==> src/rtl/ram16bit_wb_arb.sv <==
// Two-master Wishbone arbiter in front of a single-port 16-bit RAM.
// Round-robin between m0 (instruction fetch) and m1 (data). A grant is held
// for the full cyc tenure. A watchdog returns err to the granted master
// when the slave does not acknowledge a strobe in time.
module ram16bit_wb_arb #(
  parameter int TIMEOUT = 16
) (
  input  logic        clk_i,
  input  logic        rst_i,
  // master 0
  input  logic [31:0] m0_wb_adr_i,
  input  logic [15:0] m0_wb_dat_i,
  input  logic [1:0]  m0_wb_sel_i,
  input  logic        m0_wb_we_i,
  input  logic        m0_wb_cyc_i,
  input  logic        m0_wb_stb_i,
  output logic [15:0] m0_wb_dat_o,
  output logic        m0_wb_ack_o,
  output logic        m0_wb_err_o,
  // master 1
  input  logic [31:0] m1_wb_adr_i,
  input  logic [15:0] m1_wb_dat_i,
  input  logic [1:0]  m1_wb_sel_i,
  input  logic        m1_wb_we_i,
  input  logic        m1_wb_cyc_i,
  input  logic        m1_wb_stb_i,
  output logic [15:0] m1_wb_dat_o,
  output logic        m1_wb_ack_o,
  output logic        m1_wb_err_o,
  // slave
  output logic [31:0] s_wb_adr_o,
  output logic [15:0] s_wb_dat_o,
  output logic [1:0]  s_wb_sel_o,
  output logic        s_wb_we_o,
  output logic        s_wb_cyc_o,
  output logic        s_wb_stb_o,
  input  logic [15:0] s_wb_dat_i,
  input  logic        s_wb_ack_i,
  // debug
  output logic [1:0]  gnt_o
);

  // State encoding doubles as the one-hot grant vector.
  typedef enum logic [1:0] {
    IDLE = 2'b00,
    GNT0 = 2'b01,
    GNT1 = 2'b10
  } state_t;

  localparam logic [15:0] CNT_LAST = 16'(TIMEOUT - 1);

  state_t      state;
  logic        last;      // master granted most recently (1 = m1)
  logic [15:0] cnt;       // cycles the granted strobe has waited for ack
  logic        err_q;     // one-cycle timeout pulse

  logic        sel0;
  logic        sel1;
  logic        g_cyc;
  logic        g_stb;
  logic        g_we;

  assign sel0  = (state == GNT0);
  assign sel1  = (state == GNT1);
  assign g_cyc = (sel0 & m0_wb_cyc_i) | (sel1 & m1_wb_cyc_i);
  assign g_stb = (sel0 & m0_wb_cyc_i & m0_wb_stb_i) | (sel1 & m1_wb_cyc_i & m1_wb_stb_i);
  assign g_we  = (sel0 & m0_wb_we_i) | (sel1 & m1_wb_we_i);

  // Arbitration FSM: round-robin on ties, grant held while cyc stays high,
  // direct handoff to a waiting master without passing through IDLE.
  always_ff @(posedge clk_i or negedge rst_i) begin
    if (!rst_i) begin
      state <= IDLE;
      last  <= 1'b1;
    end else begin
      case (state)
        IDLE: begin
          if (m0_wb_cyc_i && (!m1_wb_cyc_i || last)) begin
            state <= GNT0;
            last  <= 1'b0;
          end else if (m1_wb_cyc_i) begin
            state <= GNT1;
            last  <= 1'b1;
          end
        end
        GNT0: begin
          if (!m0_wb_cyc_i) begin
            if (m1_wb_cyc_i) begin
              state <= GNT1;
              last  <= 1'b1;
            end else begin
              state <= IDLE;
            end
          end
        end
        GNT1: begin
          if (!m1_wb_cyc_i) begin
            if (m0_wb_cyc_i) begin
              state <= GNT0;
              last  <= 1'b0;
            end else begin
              state <= IDLE;
            end
          end
        end
        default: state <= IDLE;
      endcase
    end
  end

  // Watchdog: counts unacknowledged granted strobe cycles. A grant can only
  // change after the owner drops cyc, which already clears the count, so no
  // separate grant-change term is needed. Ack in the final cycle wins over err.
  always_ff @(posedge clk_i or negedge rst_i) begin
    if (!rst_i) begin
      cnt   <= 16'd0;
      err_q <= 1'b0;
    end else begin
      err_q <= 1'b0;
      if (!g_stb || s_wb_ack_i || err_q) begin
        cnt <= 16'd0;
      end else if (cnt == CNT_LAST) begin
        cnt   <= 16'd0;
        err_q <= 1'b1;
      end else begin
        cnt <= cnt + 16'd1;
      end
    end
  end

  // Slave side follows the registered grant; address/data/select default to m0.
  assign s_wb_adr_o = sel1 ? m1_wb_adr_i : m0_wb_adr_i;
  assign s_wb_dat_o = sel1 ? m1_wb_dat_i : m0_wb_dat_i;
  assign s_wb_sel_o = sel1 ? m1_wb_sel_i : m0_wb_sel_i;
  assign s_wb_we_o  = g_we;
  assign s_wb_cyc_o = g_cyc & ~err_q;
  assign s_wb_stb_o = g_stb & ~err_q;

  // Read data is broadcast; ack and err reach only the granted master.
  assign m0_wb_dat_o = s_wb_dat_i;
  assign m1_wb_dat_o = s_wb_dat_i;
  assign m0_wb_ack_o = s_wb_ack_i & sel0;
  assign m1_wb_ack_o = s_wb_ack_i & sel1;
  assign m0_wb_err_o = err_q & sel0;
  assign m1_wb_err_o = err_q & sel1;

  assign gnt_o = state;

endmodule
==> config.mk <==
export PLATFORM = sky130hd
export DESIGN_NAME = ram16bit_wb_arb
export DESIGN_NICKNAME = d
export VERILOG_FILES = /design/src/rtl/ram16bit_wb_arb.sv
export SDC_FILE = /design/constraint.sdc
export NUM_CORES = 1
export LEC_CHECK = 0
export BUFFER_PORTS_ARGS = -buffer_cell sky130_fd_sc_hd__buf_2
export CORE_AREA = 2 2 84 86
export CTS_CLUSTER_SIZE = 20
export DETAILED_ROUTE_END_ITERATION = 6
export DIE_AREA = 0 0 86 88
export HOLD_SLACK_MARGIN = 0.06
export PLACE_DENSITY_LB_ADDON = 0.1
export SLEW_MARGIN = 30
export SYNTH_ARGS = -nofsm -noshare
export SYNTH_HDL_FRONTEND = slang
export SYNTH_SLANG_ARGS = --single-unit
==> constraint.sdc <==
create_clock -name clk_i -period 2.2 [get_ports clk_i]
set_input_delay 0.44 -clock clk_i [delete_from_list [all_inputs] [get_ports clk_i]]
set_output_delay 0.44 -clock clk_i [all_outputs]
set_load 0.02 [all_outputs]
# Word level (Yosys, flattened, before mapping)
# Cells that the tools add are included.
dict set report totals {
  out_inout_bits 91
  elab_cells 58
  input_bits 125
  regBits 20
}
dict set report op_classes {
  n_addsub 1
  n_bitwise 16
  muxes 20
  eq_ne 7
  reduce_logical 10
}
# op n
set op_table {}
lappend op_table {{$mux 16} 3}
lappend op_table {{$mux 32} 1}
lappend op_table {{$add 16x1->16 const B} 1}
lappend op_table {{$eq 16x4->1 const B} 1}
lappend op_table {{$and 1x1->1} 12}
lappend op_table {{$mux 2} 6}
lappend op_table {{$mux 1} 8}
lappend op_table {{$ne 2x2->1 const B} 3}
lappend op_table {{$pmux 2 s3} 1}
lappend op_table {{$reduce_and 4->1} 1}
lappend op_table {{$logic_or 1x1->1} 3}
lappend op_table {{$ne 3x3->1 const B} 1}
lappend op_table {{$or 1x1->1} 3}
lappend op_table {{$pmux 1 s3} 1}
lappend op_table {{$reduce_and 3->1} 1}
lappend op_table {{$reduce_bool 3->1} 1}
lappend op_table {{$eq 2x1->1 const B} 1}
lappend op_table {{$eq 2x2->1 const B} 1}
lappend op_table {{$logic_not 1->1} 2}
lappend op_table {{$logic_not 2->1} 1}
lappend op_table {{$logic_and 1x1->1} 1}
lappend op_table {{$not 1->1} 1}

# Depth between registers and ports, before layout
# Gate-level depths: netlist of the first run.
dict set report depth {
  word_depth 8
  mapped_depth 8
  depth_no_buf 6
}

# Worst setup path before layout of the first run
# Ideal clock, no wire load.
dict set report synth_timing {
  kind {flip-flop to output port}
  from {reg state[0], in the netlist gnt_o[0]}
  to {out s_wb_adr_o[12]}
  t_arrival_ns 1.646
  path_stages_with_launch 6
  required_time_ns 1.760
  n_path_buf 2
  setup_slack_ns 0.114
  path_cell_list {dfrtp_1 inv_1 ha_1 buf_2 buf_2 mux2_1}
}
dict set report synth_between {
  elab_chain_cells 2
}
# item line
set synth_lines {}
lappend synth_lines {{from (decl)} 52} ;# state_t state;
lappend synth_lines {{from (signal assigned)} 73} ;# state <= IDLE;
lappend synth_lines {{from (signal assigned)} 79} ;# state <= GNT0;
lappend synth_lines {{from (signal assigned)} 82} ;# state <= GNT1;
lappend synth_lines {{$eq 2x2->1} 64} ;# assign sel1 = (state == GNT1);
lappend synth_lines {{$mux 32} 132} ;# assign s_wb_adr_o = sel1 ? m1_wb_adr_i : m0_wb_adr_i;
lappend synth_lines {{to (decl)} 31} ;# output logic [31:0] s_wb_adr_o,
# No other way between the ends.

# Worst setup path after layout of the first run
dict set report layout_timing {
  from {reg state[0], in the netlist gnt_o[0]}
  to {out s_wb_dat_o[6]}
}
dict set report layout_between {
  elab_chain_cells 2
}
# item line
set layout_lines {}
lappend layout_lines {{$eq 2x2->1} 64}
lappend layout_lines {{$mux 16} 133} ;# assign s_wb_dat_o = sel1 ? m1_wb_dat_i : m0_wb_dat_i;
lappend layout_lines {{to (decl)} 32} ;# output logic [15:0] s_wb_dat_o,
# No other way between the ends.

==> results of run 1 <==
report_power, final:
part           internal (mW)  switching (mW)  total, mW
registers              0.401          0.0302      0.431
logic                  0.804           0.955       1.76
clock network          0.243           0.128      0.371
worst max-delay path, delay by kind of cell, from the launching register on:
| family | cells | cell delay [ns] |
|---|---|---|
| buffers and inverters | 3 | 0.42 |
| flip-flops | 1 | 0.42 |
| multiplexers | 1 | 0.38 |
| adder cells (fa/ha/maj) | 1 | 0.23 |
sequential cells by signal (all words and copies together) (netlist names):
signal,count
cnt,16
err_q,1
gnt_o,2
last,1
cells in the mapped netlist, types with 4 or more instances:
master / instances
and2_1: 4
ha_1: 5
nand4_1: 4
nor2_1: 16
nand2_1: 6
buf_4: 33
nor3_1: 4
xnor2_1: 11
dfrtp_1: 19
buf_2: 7
mux2_1: 11
nor2_2: 4
nand3_1: 5
inv_1: 5
mux2_2: 39
metrics by stage:
step / worst slack, ns / utilization / hold slack, ns
3_3_place_gp: 0.213 / 0.408 / 0.417
5_1_grt: -0.0266 / 0.435 / 0.151
6_report: 0.0424 / 0.435 / 0.110
2_1_floorplan: 0.114 / - / 0.144
4_1_cts: -0.0114 / 0.425 / 0.123
3_5_place_dp: 0.192 / 0.408 / 0.416
area by class of cell:
| class | count | area, µm² |
|---|---|---|
| clock buffer | 3 | 41.3 |
| clock inverter | 1 | 30.0 |
| fill | 687 | 3750 |
| inverter | 5 | 18.8 |
| multi-input combinational | 143 | 1240 |
| sequential | 20 | 502 |
| tap | 80 | 100 |
| timing repair buffer | 175 | 958 |
kinds of logic after synthesis:
family	Yosys count
AND/OR/NAND/NOR	62
multiplexers	50
buffers and inverters	45
flip-flops	20
XOR/XNOR	14
AO/OA/AOI/OAI	12
adder cells (fa/ha/maj)	5
final timing paths:
kind,startpoint,to
max,gnt_o[0],s_wb_dat_o[6]
min,rst_i,cnt[9]
max reg2reg,gnt_o[0],cnt[4]
min reg2reg,cnt[0],cnt[0]
max in group asynchronous,rst_i,last
min in group clk_i,cnt[0],cnt[0]
metal layers:
metal | vias to the layer above | share of wire | GRT usage
li1 | 974 | - | -
met1 | 952 | 0.46 | 0.269
met2 | 119 | 0.44 | 0.272
met3 | 9 | 0.091 | 0.0462
met4 | 0 | 0.017 | 0.0548
met5 | - | 0 | 0
what timing repair did:
action	in CTS	in global routing
buffers inserted	0	2
gates cloned	1	2
pin swaps	0	0
setup endpoints to repair	43	17
hold endpoints to repair	0	0
resized for setup	5	5
==> metrics, run 1 <==
XOR/XNOR share of the synthesized area=0.0608; Remaining Overflow, GRT=0; P&R area growth vs syn=43.2%; Worst Path Arrival=1.72 ns; Worst-Margin Slew=0.451 ns; via/cell ratio=4.81; Mapped Nets=338; clock slew at reported path FFs=around 0.080 ns; mapped cell area=2020 µm²; width of the die=approximately 86 µm; CP peak stage delay=0.42 ns; total power=between 2 and 3 mW; crit path kind=reg2out; share of layout cells above drive strength 1=0.680; Synth Area in Adders=0.0310; compound-gate portion of the synthesized area=0.0384; clk_skew=0.00219 ns; Pwr Density=886 nW/µm²; RSZ-0062 raised after global routing=true; port bufs=roughly 170; Synthesis Warnings=0; WL per Instance=17.8 µm; most frequent cells in the layout=buf_2 (165), mux2_2 (39), dfrtp_1 (19); DRT Pass-1 Iters=4; # H-tree levels=1; vias=2,054; non-filler cells, final=427; CTS sink cnt=20; DIE AREA=7570 µm²; worst reg2reg path depth=8; CTS tree=done; number of max-cap violations=0; total track usage=0.186; GPL Wtd Cong=0.828; Synth Instances=208; Final Slew Violations=0; largest family of logic cells by synthesized area=multiplexers; CTS hold repair buffers=0; Setup-failing EPs final=0; ant diodes=0; Leakage=1.44 nW; Post-synth ARST share=1.00; min Tclk post-route=2.16 ns; fin crit share=0.981; first-pass GRT wire length=10,500 µm; Syn Area/Cell=around 9.7 µm²; Detail Route Antenna Nets=0; CTS buffer count=3; post-synthesis mux area share=0.279; cell area after layout=2890 µm²; r2r setup slk=approximately 0.27 ns; initial core utilization=0.304; fmax=approximately 0.46 GHz; synth top area cells=dfrtp_1 (24%), mux2_2 (22%), buf_4 (12%); status=completed; Top Ports=216; Setup TNS=0 ns; initial antenna violation count=0; Max-slew headroom=0.700; Final Hold Fails=0; post-synth top area share=0.236; vias in the first global route=1,901; largest net degree at the start of global routing=24; drt first-iter violations=44; post-DP HPWL=6110 µm; Residual DRC=0; Clock Tree Root=clkbuf_8; Synth Register Bits=20; EDFF count, synth=0; leading area contributor after synthesis=dfrtp_1; Placement Rows=30; Top FF cell, synth=dfrtp_1; crit-path cells=inv_2 > ha_4 > buf_12 > mux2_2 > buf_2; required time worst endpoint=1.76 ns; CP endpoint kind=output pin; distinct cell type count of the synthesized netlist=37; Max VDD drop=around 0.33 mV; simple-gate share of the synthesized area=0.193; Bufs on Longest Clock Path=2; routed wire length=7590 µm; Hold Path Class=in2async; placed insts=418; CP max FO=12; Core Footprint=approximately 6600 µm²; sequential area share after synthesis=0.249; post-layout net count=478; die height=88 µm; Area after DPL=2710 µm²; crit path launch type=flip-flop; Skew-Pair Late Insertion Delay=0.26 ns; CP max stage cell=dfrtp_1; commonest non-fill, non-tap cell in the layout=buf_2
Power figures use the tool's default switching activity.
==> run 2: changes to the inputs <==
- CORE_AREA: 2 2 84 86 -> 2 2 83 85
- DIE_AREA: 0 0 86 88 -> 0 0 85 87
- clock period: 2.2 -> 2.6 ns (I/O delays scaled with it)
==> metrics, run 2 (same netlist as run 1, synthesis figures left out) <==
Remaining Overflow, GRT=0 (unchanged); vias in the first global route=1,759 (was 1,901); first-pass GRT wire length=10,200 µm (was 10,500 µm); routed wire length=7420 µm (was 7590 µm); Setup TNS=0 ns (unchanged); most frequent cells in the layout=buf_2 (167), mux2_2 (39), dfrtp_1 (19) (was buf_2 (165), mux2_2 (39), dfrtp_1 (19)); via/cell ratio=4.55 (was 4.81); max FFs per register=16 (unchanged); Pwr Density=688 nW/µm² (was 886 nW/µm²); Clock Tree Root=clkbuf_8 (unchanged); Detail Route Antenna Nets=0 (unchanged); Hold Path Class=in2async (unchanged); min Tclk post-route=2.34 ns; number of max-cap violations=0 (unchanged); r2r setup slk=0.71 ns (was 0.27 ns); CTS hold repair buffers=0 (unchanged); initial core utilization=0.307 (was 0.304); GPL Wtd Cong=0.842 (was 0.828); # H-tree levels=1 (unchanged); Placement Rows=30 (unchanged); crit path kind=reg2out (unchanged); Critical Path End=s_wb_dat_o[2] (was s_wb_dat_o[6]); hold slack=0.201 ns (was 0.110 ns); clock slew at reported path FFs=0.07 ns (was 0.08 ns); CTS tree=done (unchanged); R2R Path End=cnt[10] (was cnt[4]); Worst-Margin Slew=0.448 ns (was 0.451 ns); fin crit share=0.902; port bufs=167 (unchanged); crit path launch type=flip-flop (unchanged); Setup-failing EPs final=0 (unchanged); post-layout net count=472 (was 478); fill count=670 (was 687); required time worst endpoint=2.08 ns (was 1.76 ns); # Post-CTS Setup Buffers=0 (unchanged); # resized after CTS=0 (was 5); Final Hold Fails=0 (unchanged); width of the die=85 µm (was 86 µm); non-filler cells, final=422 (was 427); CP max stage cell=dfrtp_1 (unchanged); Leakage=1.37 nW (was 1.44 nW); CP endpoint kind=output pin (unchanged); P&R area growth vs syn=36.7% (was 43.2%); status=completed (unchanged); Bufs on Longest Clock Path=2 (unchanged); Residual DRC=0 (unchanged); commonest non-fill, non-tap cell in the layout=buf_2 (unchanged); DRT Pass-1 Iters=4 (unchanged); Worst Path Arrival=1.82 ns (was 1.72 ns); Final Slew Violations=0 (unchanged); CTS sink cnt=20 (unchanged); DIE AREA=7400 µm² (was 7570 µm²); worst reg2reg path depth=7 (was 8); largest reg by FF count=cnt (unchanged); die height=87 µm (was 88 µm); Worst R2R Start=gnt_o[0] (unchanged); CP peak stage delay=0.41 ns (was 0.42 ns); Max-slew headroom=0.701 (was 0.700); fmax=0.427 GHz; CP max FO=45 (was 12); Setup crit start=gnt_o[0] (unchanged); Max VDD drop=0.284 mV (was 0.333 mV); Top Ports=216 (unchanged); WL per Instance=17.6 µm (was 17.8 µm); RSZ-0062 raised after global routing=false (was true); CTS buffer count=3 (unchanged); vias=1,921 (was 2,054); initial antenna violation count=0 (unchanged); placed insts=417 (was 418); clk_skew=0.00331 ns (was 0.00219 ns); Core Footprint=6570 µm² (was 6640 µm²); drt first-iter violations=58 (was 44); largest net degree at the start of global routing=46 (was 24); post-DP HPWL=6360 µm (was 6110 µm); share of layout cells above drive strength 1=0.663 (was 0.680); total track usage=0.184 (was 0.186); crit-path cells=inv_1 > ha_2 > buf_12 > mux2_2 > buf_2 (was inv_2 > ha_4 > buf_12 > mux2_2 > buf_2); Skew-Pair Late Insertion Delay=0.25 ns (was 0.26 ns)
run 2: cell count changes in the layout (fill, tap and decap cells not counted), moves of 2 or more:
cell	previous run	this run
buf_6	2	0
buf_2	165	167
mux2_1	9	11
mux2_4	2	0
buf_4	5	1
run 2: report_power, final:
part / switching (mW) / internal, mW
clock: 0.0976 / 0.135
sequential: 0.0219 / 0.339
combinational: 0.747 / 0.559
total: 0.866 / 1.03
run 2: worst min path at each step:
stage / startpoint / end / depth (start not counted)
2_1_floorplan: rst_i / cnt[0] / 0
3_3_place_gp: cnt[0] / cnt[0] / 1
3_5_place_dp: cnt[0] / cnt[0] / 1
4_1_cts: rst_i / cnt[10] / 1
5_1_grt: rst_i / cnt[10] / 1
6_report: rst_i / cnt[10] / 1
run 2: metal layers:
metal | track usage | part of all wire | vias to the layer above | routed length [µm]
met4 | 0.0303 | 0.0045 | 0 | 33
li1 | - | - | 963 | -
met1 | 0.293 | 0.50 | 853 | 3730
met2 | 0.248 | 0.41 | 101 | 3050
met3 | 0.0445 | 0.081 | 4 | 597
met5 | 0 | 0 | - | 0
run 2: through the flow:
step	cell area (µm²)	power (mW)	util	setup slack, ns
4_1_cts	2760	1.92	0.420	0.248
3_3_place_gp	2700	1.68	0.411	0.542
3_5_place_dp	2700	1.68	0.411	0.537
5_1_grt	2760	2.01	0.420	0.178
6_report	2760	1.90	0.420	0.256
2_1_floorplan	2020	1.31	-	0.434
run 2: worst max-delay path: cells and delay by family (launching register included):
| kind | cells | cell delay (ns) |
|---|---|---|
| buf+inv | 3 | 0.53 |
| mux | 1 | 0.41 |
| flops | 1 | 0.41 |
| fa+ha+maj | 1 | 0.21 |
run 2: area by class of cell:
| cell class | instances | area (µm²) | share of cell area |
|---|---|---|---|
| antenna | 1 | 2.50 | 0.000907 |
| clock buffer | 4 | 55.1 | 0.0200 |
| inverter | 5 | 18.8 | 0.00680 |
| multi-input combinational | 143 | 1220 | 0.441 |
| sequential | 20 | 502 | 0.182 |
| tap | 80 | 100 | 0.0363 |
| timing repair buffer | 169 | 863 | 0.313 |
